--- src/rtl/instr_sequencer_if.sv ---
// Command/operand handshake streams and instruction-bus outputs of the instruction sequencer.
interface instr_sequencer_if #(
    parameter int unsigned ADDR_W = 15,
    parameter int unsigned CNT_W  = 8
);
    logic              cmd_valid;
    logic              cmd_ready;
    logic [2:0]        cmd_op;
    logic [ADDR_W-1:0] cmd_addr;
    logic [CNT_W-1:0]  cmd_count;
    logic              dat_valid;
    logic              dat_ready;
    logic [15:0]       dat_in;
    logic [63:0]       instruction;
    logic              busy;
    logic              done;
    logic              err;

    modport master (
        output cmd_valid, cmd_op, cmd_addr, cmd_count, dat_valid, dat_in,
        input  cmd_ready, dat_ready, instruction, busy, done, err
    );

    modport slave (
        input  cmd_valid, cmd_op, cmd_addr, cmd_count, dat_valid, dat_in,
        output cmd_ready, dat_ready, instruction, busy, done, err
    );
endinterface

--- src/rtl/instr_sequencer.sv ---
// Expands host commands into one encoded 64-bit array-controller instruction per cycle.
// All bus outputs are registered and describe the state entered on the same edge.
module instr_sequencer #(
    parameter int unsigned ADDR_W   = 15,
    parameter int unsigned CNT_W    = 8,
    parameter int unsigned MAC_WAIT = 8
) (
    input logic              clk,
    input logic              rst,
    instr_sequencer_if.slave bus
);
    localparam int unsigned WAIT_W = $clog2(MAC_WAIT + 1) + 1;

    localparam logic [4:0] OP_NOP    = 5'b11111;
    localparam logic [4:0] OP_MAC    = 5'b00001;
    localparam logic [4:0] OP_SENDW  = 5'b00010;
    localparam logic [4:0] OP_STORE  = 5'b00011;
    localparam logic [4:0] OP_RECVI  = 5'b00100;
    localparam logic [4:0] OP_RECVW  = 5'b00101;
    localparam logic [4:0] OP_XMIT   = 5'b00110;
    localparam logic [4:0] OP_RSTACC = 5'b00111;

    localparam logic [2:0] CMD_LOAD_INP = 3'd0;
    localparam logic [2:0] CMD_LOAD_WT  = 3'd1;
    localparam logic [2:0] CMD_RUN      = 3'd2;
    localparam logic [2:0] CMD_STORE    = 3'd3;
    localparam logic [2:0] CMD_XMIT     = 3'd4;

    localparam logic [63:0] IDLE_WORD = 64'h0;
    localparam logic [63:0] NOP_WORD  = {OP_NOP, 59'b0};

    typedef enum logic [3:0] {
        S_IDLE, S_LOAD, S_RUN_RST, S_RUN_WT, S_RUN_MAC,
        S_RUN_WAIT, S_RUN_STORE, S_OUTSEQ, S_FIN
    } state_t;

    function automatic logic [63:0] enc(input logic [4:0] opc, input logic [15:0] addr,
                                        input logic [15:0] data);
        return {opc, addr, data, 27'b0};
    endfunction

    state_t            state;
    state_t            next_state;
    logic [2:0]        op_q;
    logic [ADDR_W-1:0] base_q;
    logic [CNT_W-1:0]  count_q;
    logic [CNT_W-1:0]  idx_q;
    logic [CNT_W-1:0]  idx_d;
    logic [WAIT_W-1:0] wait_q;
    logic [WAIT_W-1:0] wait_d;
    logic [63:0]       instr_q;
    logic [63:0]       instr_d;
    logic              cmd_ready_q;
    logic              dat_ready_q;
    logic              busy_q;
    logic              done_q;
    logic              err_q;
    logic              err_set;

    logic              accept;
    logic              hs;
    logic [CNT_W-1:0]  count_sel;
    logic [ADDR_W-1:0] load_addr;
    logic [3:0]        out_nib;
    logic [4:0]        load_opc;
    logic [4:0]        out_opc;
    logic [4:0]        acc_out_opc;
    logic              next_open;

    assign accept      = bus.cmd_valid & cmd_ready_q;
    assign hs          = bus.dat_valid & dat_ready_q;
    assign count_sel   = accept ? bus.cmd_count : count_q;
    assign load_addr   = base_q + ADDR_W'(idx_q);
    assign out_nib     = base_q[3:0] + idx_q[3:0];
    assign load_opc    = (op_q == CMD_LOAD_WT) ? OP_RECVW : OP_RECVI;
    assign out_opc     = (op_q == CMD_XMIT) ? OP_XMIT : OP_STORE;
    assign acc_out_opc = (bus.cmd_op == CMD_XMIT) ? OP_XMIT : OP_STORE;
    assign next_open   = (next_state == S_IDLE) || (next_state == S_FIN);

    always_ff @(posedge clk) begin
        if (rst) state <= S_IDLE;
        else     state <= next_state;
    end

    // Next state plus the word the bus will carry in that state.
    always_comb begin
        next_state = state;
        instr_d    = NOP_WORD;
        idx_d      = idx_q;
        wait_d     = wait_q;
        err_set    = 1'b0;
        case (state)
            S_IDLE, S_FIN: begin
                next_state = S_IDLE;
                instr_d    = IDLE_WORD;
                if (accept) begin
                    idx_d  = '0;
                    wait_d = '0;
                    case (bus.cmd_op)
                        CMD_LOAD_INP, CMD_LOAD_WT: begin
                            if (bus.cmd_count != '0) begin
                                next_state = S_LOAD;
                                instr_d    = NOP_WORD;
                            end else begin
                                next_state = S_FIN;
                            end
                        end
                        CMD_RUN: begin
                            next_state = S_RUN_RST;
                            instr_d    = enc(OP_RSTACC, 16'h0, 16'h0);
                        end
                        CMD_STORE, CMD_XMIT: begin
                            if (bus.cmd_count != '0) begin
                                next_state = S_OUTSEQ;
                                instr_d    = enc(acc_out_opc, 16'(bus.cmd_addr[3:0]), 16'h0);
                                idx_d      = CNT_W'(1);
                            end else begin
                                next_state = S_FIN;
                            end
                        end
                        default: begin
                            next_state = S_FIN;
                            err_set    = 1'b1;
                        end
                    endcase
                end
            end
            S_LOAD: begin
                if (hs) begin
                    instr_d = enc(load_opc, 16'(load_addr), bus.dat_in);
                    idx_d   = idx_q + CNT_W'(1);
                end else if (idx_q == count_q) begin
                    next_state = S_FIN;
                    instr_d    = IDLE_WORD;
                end
            end
            S_RUN_RST: begin
                next_state = S_RUN_WT;
                instr_d    = enc(OP_SENDW, 16'h0, 16'h0);
            end
            S_RUN_WT: begin
                next_state = S_RUN_MAC;
                instr_d    = enc(OP_MAC, 16'h0, 16'h0);
            end
            S_RUN_MAC: begin
                if (MAC_WAIT == 0) begin
                    next_state = S_RUN_STORE;
                    instr_d    = enc(OP_STORE, 16'(base_q[3:0]), 16'h0);
                end else begin
                    next_state = S_RUN_WAIT;
                    wait_d     = WAIT_W'(1);
                end
            end
            S_RUN_WAIT: begin
                if (wait_q == WAIT_W'(MAC_WAIT)) begin
                    next_state = S_RUN_STORE;
                    instr_d    = enc(OP_STORE, 16'(base_q[3:0]), 16'h0);
                end else begin
                    wait_d = wait_q + WAIT_W'(1);
                end
            end
            S_RUN_STORE: begin
                next_state = S_FIN;
                instr_d    = IDLE_WORD;
            end
            S_OUTSEQ: begin
                if (idx_q == count_q) begin
                    next_state = S_FIN;
                    instr_d    = IDLE_WORD;
                end else begin
                    instr_d = enc(out_opc, 16'(out_nib), 16'h0);
                    idx_d   = idx_q + CNT_W'(1);
                end
            end
            default: begin
                next_state = S_IDLE;
                instr_d    = IDLE_WORD;
            end
        endcase
    end

    // Command fields, sequencing counters and registered bus outputs.
    always_ff @(posedge clk) begin
        if (rst) begin
            op_q        <= '0;
            base_q      <= '0;
            count_q     <= '0;
            idx_q       <= '0;
            wait_q      <= '0;
            instr_q     <= IDLE_WORD;
            cmd_ready_q <= 1'b0;
            dat_ready_q <= 1'b0;
            busy_q      <= 1'b0;
            done_q      <= 1'b0;
            err_q       <= 1'b0;
        end else begin
            if (accept) begin
                op_q    <= bus.cmd_op;
                base_q  <= bus.cmd_addr;
                count_q <= bus.cmd_count;
            end
            idx_q       <= idx_d;
            wait_q      <= wait_d;
            instr_q     <= instr_d;
            cmd_ready_q <= next_open;
            busy_q      <= !next_open;
            done_q      <= (next_state == S_FIN);
            dat_ready_q <= (next_state == S_LOAD) && (idx_d != count_sel);
            err_q       <= err_q | err_set;
        end
    end

    assign bus.instruction = instr_q;
    assign bus.cmd_ready   = cmd_ready_q;
    assign bus.dat_ready   = dat_ready_q;
    assign bus.busy        = busy_q;
    assign bus.done        = done_q;
    assign bus.err         = err_q;
endmodule

--- src/flat_wrapper.sv ---
// flat-port wrapper written by rule: the top's interface ports become plain ports
module instr_sequencer_flat 
#(
    parameter int unsigned ADDR_W   = 15,
    parameter int unsigned CNT_W    = 8,
    parameter int unsigned MAC_WAIT = 8
)
  (clk, rst, bus_cmd_valid, bus_cmd_op, bus_cmd_addr, bus_cmd_count, bus_dat_valid, bus_dat_in, bus_cmd_ready, bus_dat_ready, bus_instruction, bus_busy, bus_done, bus_err);
  instr_sequencer_if #(.ADDR_W(ADDR_W), .CNT_W(CNT_W)) bus_i ();
  input logic clk;
  input logic rst;
  input wire logic [$bits(bus_i.cmd_valid)-1:0] bus_cmd_valid;
  input wire logic [$bits(bus_i.cmd_op)-1:0] bus_cmd_op;
  input wire logic [$bits(bus_i.cmd_addr)-1:0] bus_cmd_addr;
  input wire logic [$bits(bus_i.cmd_count)-1:0] bus_cmd_count;
  input wire logic [$bits(bus_i.dat_valid)-1:0] bus_dat_valid;
  input wire logic [$bits(bus_i.dat_in)-1:0] bus_dat_in;
  output wire logic [$bits(bus_i.cmd_ready)-1:0] bus_cmd_ready;
  output wire logic [$bits(bus_i.dat_ready)-1:0] bus_dat_ready;
  output wire logic [$bits(bus_i.instruction)-1:0] bus_instruction;
  output wire logic [$bits(bus_i.busy)-1:0] bus_busy;
  output wire logic [$bits(bus_i.done)-1:0] bus_done;
  output wire logic [$bits(bus_i.err)-1:0] bus_err;
  assign bus_i.cmd_valid = bus_cmd_valid;
  assign bus_i.cmd_op = bus_cmd_op;
  assign bus_i.cmd_addr = bus_cmd_addr;
  assign bus_i.cmd_count = bus_cmd_count;
  assign bus_i.dat_valid = bus_dat_valid;
  assign bus_i.dat_in = bus_dat_in;
  assign bus_cmd_ready = bus_i.cmd_ready;
  assign bus_dat_ready = bus_i.dat_ready;
  assign bus_instruction = bus_i.instruction;
  assign bus_busy = bus_i.busy;
  assign bus_done = bus_i.done;
  assign bus_err = bus_i.err;
  instr_sequencer #(.ADDR_W(ADDR_W), .CNT_W(CNT_W), .MAC_WAIT(MAC_WAIT)) u_core (.clk(clk), .rst(rst), .bus(bus_i));
endmodule
--- config.mk ---
export PLATFORM = sky130hd
export DESIGN_NAME = instr_sequencer_flat
export DESIGN_NICKNAME = d
export VERILOG_FILES = /design/src/rtl/instr_sequencer_if.sv /design/src/rtl/instr_sequencer.sv /design/src/flat_wrapper.sv
export SDC_FILE = /design/constraint.sdc
export NUM_CORES = 1
export LEC_CHECK = 0
export CAP_MARGIN = 25
export CORE_ASPECT_RATIO = 0.6
export CORE_MARGIN = 4
export CORE_UTILIZATION = 35
export DETAILED_ROUTE_END_ITERATION = 7
export PLACE_DENSITY = 0.58
export RECOVER_POWER = 50
export SLEW_MARGIN = 25
export SYNTH_ARGS = -nofsm -noshare
export SYNTH_HDL_FRONTEND = slang
export SYNTH_SLANG_ARGS = --single-unit
--- constraint.sdc ---
create_clock -name clk -period 6.72 [get_ports clk]
set_input_delay 2.016 -clock clk [delete_from_list [all_inputs] [get_ports clk]]
set_output_delay 2.016 -clock clk [all_outputs]
set_load 0.01 [all_outputs]
==> out/qor.yml <==
final_cells: 744
syn_area_per_cell_sq_um: 8.33
cts-root-buf: "clkbuf_16"
synth_edf_count: 0
antenna_found_initial: 0
setup_viol: 0
r2r_cells: 9
powerDensity_nw_per_um2: 250
ant_nets: 0
cts_max_level: 3
intPower_w: 0.000973
yosys_warnings: 0
final-hold-violation-count: 0
core_sq_um: 11600
drtIter0Drc: 360
fillers: 1167
rsz0062_at_grt: "no"
grt_pass1_vias: 3527
clkPwrFrac_pct: 39.6
die_w_um: 150
start_util_pct: 36.6
switching_share_pct: 27.7
cp_data_arrival_time_ps: 5480
dp.cells: 729
clk_pin_slew_worst_paths_ps: 60
start_kind: "input pin"
worstReg2RegStart: "u_core.bus.cmd_ready"
cts_resized: 0
setup_tns_ps: 0
seq_power_share_pct: 41.0
place_ws_ps: 1940
cts_tree: "yes"
grt_max_degree: 46
drcViolationCount: 0
crit_required_ps: 6910
num_antenna_cells: 0
worst_pin_slew_ps: 1560
clkLatencyLatePin_ps: 340
min_from: "u_core.base_q[14]"
vias_per_cell: 5.00
critPathCaptureType: "flip-flop"
multiInputGateArea_sq_um: 2270
layout_common_cells: "dfxtp_1, nand2_1, nor2_1"
cts.sinks: 83
worstSetupPathType: "input pin to flip-flop"
power.switching_w: 0.000373
hold_class: "flip-flop to flip-flop"
fin_crit_sh_pct: 78.7
cts_made_buffers: 9
dieArea_sq_um: 14000
worstHoldEndpoint: "u_core.base_q[14]"
min_period_ps: 5290
chipHeight_um: 93.2
post_cts_buffers: 0
place_congestion: 0.933
cap_violations: 1
ios: 115
final_common_cell: "dfxtp_1"
cts-hold-fix-buffers: 0
synth.distinct_cells: 66
ys_seq_elements: 83
clock.fmax_mhz: 189
synth_top_flop_cell: "dfxtp_1"
rrSetupSlack_ps: 3220
relSlewSlack_pct: -4.33
area_growth_pct: 27.5
dp_hpwl_um: 8880
nets: 638
cts_buffer_depth: 2
finalWorstSetupSlack_ps: 1430
netlist_instances: 508
comb_power_share_pct: 19.3
leakagePower_nw: 2.12
io_buffer_count: 86
syn_area_sq_um: 4230
hold_depth: 2
r2r_end: "u_core.bus.dat_ready"
vias: 3717
grt_pass1_wl_um: 18700
synthArstFlopShare_pct: 0
seq_area_sq_um: 1660
skew_ps: 5.21
slew_violations: 30
vdd_drop_max_mv: 0.117
status: "complete, but fails checks"
critPathMaxFanout: 29
grt.total_usage_pct: 17.0
drt-total-wl_um: 11800
firstDrtPassIters: 5
yosysSeqAreaShare_pct: 39.3
wl_per_cell_um: 15.8
grt_overflow: 0
final_layout_size_suffix_gt1_share_pct: 5.14
violations: "capacitance limit, slew limit"
placementRows: 30
[critical path: stages]
cell and delay, ps:
clkdlybuf4s50_1 470, and2_0 120, clkbuf_1 1130, mux2i_1 410
nand2_1 160, o32ai_1 90, a221oi_1 240, o21ai_0 120
a2111oi_0 560, a311oi_1 170
[flip-flops by register name, summed over array words and instances, names as in the netlist]
register / cells
u_core.bus.instruction: 35
u_core.base_q: 15
u_core.bus.err: 1
u_core.wait_q: 5
u_core.bus.cmd_ready: 1
u_core.bus.done: 1
u_core.count_q: 8
u_core.op_q: 3
u_core.state: 4
u_core.idx_q: 8
u_core.bus.busy: 1
u_core.bus.dat_ready: 1
[power groups by stage]
stage	combinational [W]	clock, W	sequential [W]
6_report	0.000260	0.000534	0.000553
5_1_grt	0.000287	0.000566	0.000558
4_1_cts	0.000260	0.000550	0.000552
3_5_place_dp	0.000259	0	0.000563
3_3_place_gp	0.000257	0	0.000563
2_1_floorplan	0.000186	0	0.000556
[layout make-up]
cell class                 instances  area share (%)
clock buffer                      11            4.69
clock inverter                     4            1.37
inverter                          13           0.905
multi-input combinational        383            42.1
sequential                        83            30.8
tap                              160            3.71
timing repair buffer              90            16.4
[kinds of logic (layout without fill, tap and decap cells)]
| kind of cell | Yosys count | count (layout) | share of synthesized area (%) |
|---|---|---|---|
| compound gates | 105 | 105 | 16.2 |
| xor+xnor | 22 | 22 | 4.55 |
| fa+ha+maj | 12 | 12 | 3.73 |
| buf+inv | 69 | 118 | 9.46 |
| flops | 83 | 83 | 39.3 |
| mux | 12 | 12 | 2.84 |
| other cells | 1 | 28 | 0.0886 |
| simple gates | 204 | 204 | 23.8 |
[Yosys cell counts, drive strengths merged (5+ instances only)]
master	number	share of area, %
nand4	6	0.89
ha	11	3.3
nand2b	7	1.0
nor3	12	1.7
a21oi	43	5.1
dfxtp	83	39
buf	40	6.9
clkbuf	16	1.4
mux2i	12	2.8
nor2	55	4.9
nand3	7	0.83
xnor2	12	2.5
and2	20	3.0
inv	13	1.2
xor2	10	2.1
nand2	65	5.8
nor2b	5	0.74
or3	5	0.86
o21ai	16	2.0
o211ai	5	0.89
o31ai	5	0.89
[routing by layer]
metal | vias up | GRT usage (%) | wire length [um]
met1 | 1726 | 26.0 | 6000
met4 | 0 | 4.87 | 132
li1 | 1835 | - | -
met2 | 141 | 22.7 | 4750
met5 | - | 0 | 0
met3 | 15 | 4.89 | 908
[stage by stage]
step	area [sq um]	power, W	hold slack (ps)	utilization [%]
6_report	5390	0.00135	465	46.6
2_1_floorplan	4330	0.000742	440	-
5_1_grt	5390	0.00141	498	46.6
3_3_place_gp	5070	0.000820	454	43.9
3_5_place_dp	5070	0.000822	458	43.9
4_1_cts	5400	0.00136	466	46.7
[how the worst max path moves through the flow]
stage	from	endpoint	slack (ps)	depth (start not counted)
after floorplan	bus_cmd_valid	u_core.bus.dat_ready	2900	9
after global placement	bus_cmd_valid	u_core.bus.dat_ready	2000	10
after detailed placement	bus_cmd_valid	u_core.bus.dat_ready	1940	10
after CTS	bus_cmd_valid	u_core.bus.dat_ready	2290	10
after global routing	bus_cmd_valid	u_core.bus.dat_ready	1110	10
final	bus_cmd_valid	u_core.bus.dat_ready	1430	10
Power figures use the tool's default switching activity.
